### config.mk
export PLATFORM = sky130hd
export DESIGN_NAME = arr_deser
export DESIGN_NICKNAME = d
export VERILOG_FILES = /design/src/rtl/arr_deser_pkg.sv /design/src/rtl/arr_deser_shreg.sv /design/src/rtl/arr_deser.sv
export SDC_FILE = /design/constraint.sdc
export NUM_CORES = 1
export LEC_CHECK = 0
export CAP_MARGIN = 10
export CORE_MARGIN = 2
export CORE_UTILIZATION = 57
export CTS_CLUSTER_DIAMETER = 120
export CTS_CLUSTER_SIZE = 28
export DETAILED_ROUTE_END_ITERATION = 7
export GPL_ROUTABILITY_DRIVEN = 0
export PLACE_DENSITY = 0.8
export SETUP_SLACK_MARGIN = 0.3
export SYNTH_ARGS = -nofsm -noshare
export SYNTH_HDL_FRONTEND = slang
export SYNTH_HIERARCHICAL = 1
export SYNTH_SLANG_ARGS = --single-unit
### constraint.sdc
create_clock -name clk -period 2.7 [get_ports clk]
set_input_delay 0.54 -clock clk [delete_from_list [all_inputs] [get_ports clk]]
set_output_delay 0.54 -clock clk [all_outputs]
set_load 0.01 [all_outputs]
### src/rtl/arr_deser_pkg.sv
// Shared types for the arr_deser serial-to-packed-array deserializer.
// Build option ARR_DESER_PARITY_EN adds a trailing even-parity bit per frame.
package arr_deser_pkg;

   localparam int PKG_GROUPS = 2;
   localparam int PKG_LANES  = 4;
   localparam int FW         = PKG_GROUPS * PKG_LANES * 2;

   typedef logic [1:PKG_GROUPS][PKG_LANES:1][3:2] frame_t;

   typedef enum logic [1:0] {
      COLLECT = 2'd0,
      PARITY  = 2'd1,
      STALL   = 2'd2
   } state_e;

endpackage

### src/rtl/arr_deser_shreg.sv
// Indexed frame register for arr_deser: writes bit idx on acc, tracks running parity,
// and empties on the clr strobe. Used unchanged with or without ARR_DESER_PARITY_EN.
module arr_deser_shreg
   import arr_deser_pkg::*;
#(
   parameter int FRAME_W = FW,
   parameter int IW      = $clog2(FRAME_W)
) (
   input  logic               clk,
   input  logic               rst_n,
   input  logic               clr,
   input  logic               acc,
   input  logic [IW-1:0]      idx,
   input  logic               din,
   output logic [FRAME_W-1:0] data,
   output logic [FRAME_W-1:0] dnxt,
   output logic               pnxt
);

   logic par;

   // dnxt folds in the bit being accepted now, so a frame can be handed off
   // on the same edge its final data bit arrives.
   always_comb begin
      dnxt = data;
      if (acc) dnxt[idx] = din;
   end

   assign pnxt = par ^ din;

   always_ff @(posedge clk or negedge rst_n) begin
      if (!rst_n) begin
         data <= '0;
         par  <= 1'b0;
      end else if (clr) begin
         data <= '0;
         par  <= 1'b0;
      end else if (acc) begin
         data <= dnxt;
         par  <= pnxt;
      end
   end

endmodule

### src/rtl/arr_deser.sv
// Bit-serial to packed-array deserializer with a one-entry registered output slot.
// Define ARR_DESER_PARITY_EN to expect an even-parity bit after every frame.
module arr_deser
   import arr_deser_pkg::*;
#(
   parameter int GROUPS = PKG_GROUPS,
   parameter int LANES  = PKG_LANES
) (
   input  logic                          clk,
   input  logic                          rst_n,
   input  logic                          sin,
   input  logic                          sin_vld,
   output logic                          sin_rdy,
   output logic [1:GROUPS][LANES:1][3:2] frm,
   output logic                          frm_vld,
   input  logic                          frm_rdy,
   output logic                          frm_err
);

   localparam int FRAME_W = GROUPS * LANES * 2;
   localparam int IW      = $clog2(FRAME_W);
   localparam int CW      = IW + 1;
   localparam logic [CW-1:0] LAST_IDX = CW'(FRAME_W - 1);

   state_e             state;
   logic [CW-1:0]      cnt;
   logic [FRAME_W-1:0] data;
   logic [FRAME_W-1:0] dnxt;
   logic               pnxt;
   logic               acc;
   logic               sh_acc;
   logic               last;
   logic               done;
   logic               slot_free;
   logic               clr;

   assign acc       = sin_vld && sin_rdy;
   assign sh_acc    = acc && (state == COLLECT);
   assign last      = (cnt == LAST_IDX);
   assign slot_free = !frm_vld || frm_rdy;

`ifdef ARR_DESER_PARITY_EN
   logic err_q;
   logic held_err;

   assign done    = acc && (state == PARITY);
   assign frm_err = err_q;
`else
   logic unused_pnxt;

   assign done        = sh_acc && last;
   assign frm_err     = 1'b0;
   assign unused_pnxt = pnxt;
`endif

   // The frame register empties once its contents reach the output slot.
   assign clr = (done && slot_free) || (state == STALL && frm_vld && frm_rdy);

   arr_deser_shreg #(
      .FRAME_W (FRAME_W),
      .IW      (IW)
   ) u_shreg (
      .clk   (clk),
      .rst_n (rst_n),
      .clr   (clr),
      .acc   (sh_acc),
      .idx   (cnt[IW-1:0]),
      .din   (sin),
      .data  (data),
      .dnxt  (dnxt),
      .pnxt  (pnxt)
   );

   always_ff @(posedge clk or negedge rst_n) begin
      if (!rst_n) begin
         state   <= COLLECT;
         cnt     <= '0;
         frm     <= '0;
         frm_vld <= 1'b0;
         sin_rdy <= 1'b1;
`ifdef ARR_DESER_PARITY_EN
         err_q    <= 1'b0;
         held_err <= 1'b0;
`endif
      end else begin
         if (frm_vld && frm_rdy) frm_vld <= 1'b0;

         case (state)
            COLLECT: begin
               if (sh_acc) begin
                  if (last) begin
                     cnt <= '0;
`ifdef ARR_DESER_PARITY_EN
                     state <= PARITY;
`endif
                  end else begin
                     cnt <= cnt + CW'(1);
                  end
               end
            end
            PARITY: begin
            end
            STALL: begin
               if (frm_vld && frm_rdy) begin
                  frm     <= data;
                  frm_vld <= 1'b1;
                  sin_rdy <= 1'b1;
                  state   <= COLLECT;
`ifdef ARR_DESER_PARITY_EN
                  err_q <= held_err;
`endif
               end
            end
            default: state <= COLLECT;
         endcase

         // Completion overrides the per-state updates above; a slot drained
         // this very cycle counts as free, giving back-to-back frames.
         if (done) begin
            if (slot_free) begin
               frm     <= dnxt;
               frm_vld <= 1'b1;
               state   <= COLLECT;
`ifdef ARR_DESER_PARITY_EN
               err_q <= pnxt;
`endif
            end else begin
               state   <= STALL;
               sin_rdy <= 1'b0;
`ifdef ARR_DESER_PARITY_EN
               held_err <= pnxt;
`endif
            end
         end
      end
   end

endmodule

**After elaboration in Yosys (flattened, before gate mapping)**

Index checks and enable logic that the tools add are counted.

- Add/sub/neg operators: 1
- Order comparisons: 2
- Equality and inequality tests: 5
- Muxes and demuxes: 24
- Reductions and logical operators: 16

Operator list:

| operator | count |
|---|---|
| $mux 16 | 7 |
| $bwmux 16 | 1 |
| $mux 1 | 10 |
| $logic_and 1x1->1 | 8 |
| $mux 2 | 3 |
| $add 5x1->5 const B | 1 |
| $eq 5x4->1 const B | 1 |
| $lt 4x5->1 const B | 1 |
| $mux 5 | 1 |
| $demux 1 s4 | 1 |
| $ge 4x1->1 const B | 1 |
| $pmux 2 s2 | 1 |
| $reduce_and 2->1 | 2 |
| $ne 3x2->1 const B | 1 |
| $eq 2x1->1 const B | 1 |
| $eq 2x2->1 const B | 1 |
| $logic_not 2->1 | 1 |
| $logic_or 1x1->1 | 2 |
| $ne 2x1->1 const B | 1 |
| $reduce_bool 2->1 | 1 |
| $reduce_or 2->1 | 1 |
| $logic_not 1->1 | 1 |

- Register bits after elaboration: 41
- Input port bits: 5
- Output and inout port bits: 19
- Word-level logic and storage cells: 61

**Depth between registers and ports, before layout**

- Word-level depth: 8
- Gate-level depth with buffers: 9
- Mapped depth without buffers: 6

**Modules after synthesis**

The synthesis kept the hierarchy.

By module, submodules not included:

| module | times used | cells each | area an instance (um^2) | seq. area each (um^2) |
|---|---|---|---|---|
| arr_deser | 1 | 89 | 1287.5 | 601.8 |
| arr_deser_shreg | 1 | 98 | 1054.8 | 425.4 |

**Worst setup path before layout**

OpenSTA, ideal clock, no wires.

- Kind: register to register
- Start point: register cnt[0]
- End point: register u_shreg.data[10]
- Library setup time: 126 ps
- Data arrival time: 2049 ps
- Required time: 2574 ps
- Path slack: 526 ps
- Stages on the path, launching flop included: 10
- Path buffers: 3
- Period minus slack after synthesis: 2174 ps
- Cells stage by stage: dfrtp_1 > ha_1 > and4b_1 > buf_2 > nand2_1 > a21boi_0 > nand2b_1 > clkbuf_1 > buf_2 > mux2i_1

- Elaborated cells on any way between the ends: 14
- Classes of those cells: 2 x order compare; 1 x eq/ne; 6 x mux; 5 x reduce/logical

RTL lines:

| element | line | text |
|---|---|---|
| start: declaration | arr_deser.sv:26 | `logic [CW-1:0] cnt;` |
| start signal: assignment | arr_deser.sv:97 | `cnt <= cnt + CW'(1);` |
| $eq 5x4->1 (*) | arr_deser.sv:39 | `assign last = (cnt == LAST_IDX);` |
| $logic_and 1x1->1 (*) | arr_deser.sv:51 | `assign done = sh_acc && last;` |
| $logic_and 1x1->1 (*) | arr_deser.sv:57 | `assign clr = (done && slot_free) \|\| (state == STALL && frm_vld && frm_rdy);` |
| $logic_or 1x1->1 (*) | arr_deser.sv:57 |  |
| named net clr | arr_deser.sv:35 | `logic clr;` |
| $mux 16 / $reduce_bool 2->1 (equally long branches) | n/a |  |
| end signal: assignment | arr_deser_shreg.sv:39 | `data <= dnxt;` |
| end: declaration | arr_deser_shreg.sv:15 | `output logic [FRAME_W-1:0] data,` |

Mark *: on every way through the listed nets, which the timed path passes. The rest lies on a longest branch. The select of a mux whose other input is x is not followed.
A chain may end at the register's enable or synchronous reset.

**Final worst setup path**

Ends and elaborated chain as after synthesis.

==> summary.md <==
| Metric | Value |
|---|---|
| Outcome | finished clean |
| Cell row count | 23 |
| Num CTS Buffers | 5 |
| Mapped Nets | around 190 |
| Final count of hold timing violations | 0 |
| CP startpoint kind | register |
| Die area | 4540 sq um |
| CP Data Arrival Time | about 2.3 ns |
| DR DRC count | 0 |
| P per Cell Area | approximately 390 nW/um^2 |
| Worst Path Max Fanout | 16 |
| Worst VDD drop | between 0.3 and 0.4 mV |
| Wire per inst | 16.2 um |
| DP Worst Slack | approximately 0.21 ns |
| CP Class | register to register |
| Clk sink count | 40 |
| Unrepaired setup endpoints after global routing | false |
| TritonCTS clock tree | done |
| DR iter-0 viols | 73 |
| Max Buffers Root-to-Sink | 2 |
| H-tree depth | 2 |
| WL met1 | 1910 um |
| Final Critical Period | 2.15 ns |
| Mapped Area | roughly 2300 sq um |
| Clock root buffer | clkbuf_8 |
| Vias/cell | between 5 and 6 |
| Post-DRT Antenna Nets | 0 |
| Number of I/O pins | 24 |
| Largest net degree at the start of global routing | between 40 and 50 |
| Final Net Count | about 210 |
| Vias | roughly 1,400 |
| First-pass iteration count of the detailed router | 4 |
| # hold bufs at CTS | 0 |
| Fin crit share | roughly 80% |
| Met2 routed WL | 2080 um |
| Post-Syn Instances | 182 |
| Clock transition at path regs | roughly 0.07 ns |
| Met3 WL post-DR | ~120 um |
| CP endpoint kind | register |
| Antenna Cells | 0 |
| Max-slew violations | 0 |
| FF-to-FF setup slack | ~0.55 ns |
| Hold crit path type | input port to async pin |
| CORE AREA | a little under 4000 sq um |
| Top sig layer | met4 |
| Buffer count from post-CTS setup fixing | 0 |
| Final hold slack | ~0.38 ns |
| Die H | ~67 um |
| Req. time, crit path | 2.84 ns |
| Synth warn | 6 |
| Fmax | 0.465 GHz |
| Vias in the first global route | between 1,500 and 2,000 |
| Initial core utilization | between 50% and 60% |
| Max-slew headroom | 40.9% |
| Clk Latency, worst-skew pair | 0.28 ns |
| Die Wd | between 60 and 70 um |
| Share of cells above drive strength 1 | between 30% and 40% |
| First-pass GRT wire length | approximately 7200 um |
| Final Setup Violations | 0 |
| Worst slew pin tran | ~0.89 ns |
| Gr ovfl total | 0 |
| Port bufs | 22 |
| Clock skew | 0.00572 ns |
| DPL Wire Length | 2840 um |
| TNS Setup | 0 ns |
| Avg Cell Area, Syn | 12.6 sq um |
| Tot GR Track Use | 21.4% |
| Leak pwr | approximately 1.4 nW |
| Max_cap viols | 0 |
| Final worst setup slack | between 0.5 and 0.6 ns |
| WL final | just over 4000 um |
| P&R area growth vs syn | 13.8% |
| Initial antenna violation count | 0 |
## final cells by class
class | instances | area [sq um]
multi-input combinational | 132 | 1220
tap | 50 | 62.6
fill | 289 | 1330
timing repair buffer | 23 | 223
inverter | 1 | 8.76
sequential | 40 | 1000
clock buffer | 8 | 90.1
## state kept, by name, summed over array words and instances (netlist names)
name and cells:
cnt 5, frm_vld 1, u_shreg/data 16, frm 16
state 1, sin_rdy 1
## per-stage QoR
stage	std cells	cell area, sq um	util, %	total power [mW]
global route	254	2610	66.2	1.07
CTS	254	2610	66.1	1.04
finish	254	2610	66.2	1.02
global placement	246	2520	63.8	0.637
floorplan	182	2290	-	0.620
detailed placement	246	2520	63.8	0.638
## layer usage
layer | track usage (%) | up-vias
met2 | 38.7 | 23
li1 | - | 677
met5 | 0 | -
met4 | 5.36 | 0
met1 | 25.3 | 712
met3 | 5.50 | 2
## path summary, 6_finish.rpt
| path | end | cells past startpoint | startpoint |
|---|---|---|---|
| setup / recovery | u_shreg/data[10] | 6 | cnt[0] |
| hold / removal | cnt[4] | 1 | rst_n |
| setup reg to reg | u_shreg/data[10] | 6 | cnt[0] |
| hold reg to reg | cnt[4] | 1 | cnt[4] |
| max in group asynchronous | frm[1] | 1 | rst_n |
| min in group clk | cnt[4] | 1 | cnt[4] |
## power breakdown
part / internal, mW / switching, mW / leakage [nW]
clock network: 0.208 / 0.190 / 0.0455
registers: 0.599 / 0.000000000000000154 / 0.555
logic: 0.00557 / 0.0206 / 0.752
total: 0.813 / 0.210 / 1.35
## placed cells by master (no fill, tap or decap), types with 2 or more instances in the layout
cell type	count
nand3_4	2
mux2_2	30
clkdlybuf4s50_1	21
nand3_1	6
a21o_1	2
mux2i_1	16
clkbuf_8	6
nand2_1	17
nor2_1	2
and3b_2	2
dfrtp_1	39
nand2b_1	16
clkbuf_1	2
mux2_4	19
## what timing repair did
| item | in CTS | in global routing |
|---|---|---|
| endpoints found under the setup margin | 0 | 16 |
| endpoints found under the hold margin | 0 | 0 |
| resized for setup | 0 | 1 |
## critical path: stages (launching register included)
cell      delay, ns
dfrtp_1        0.54
ha_1           0.23
and4b_1        0.37
nand2_1        0.11
a21boi_0       0.24
nand2b_2       0.37
mux2i_1        0.15
No activity file was read; power rests on OpenSTA's default activity.
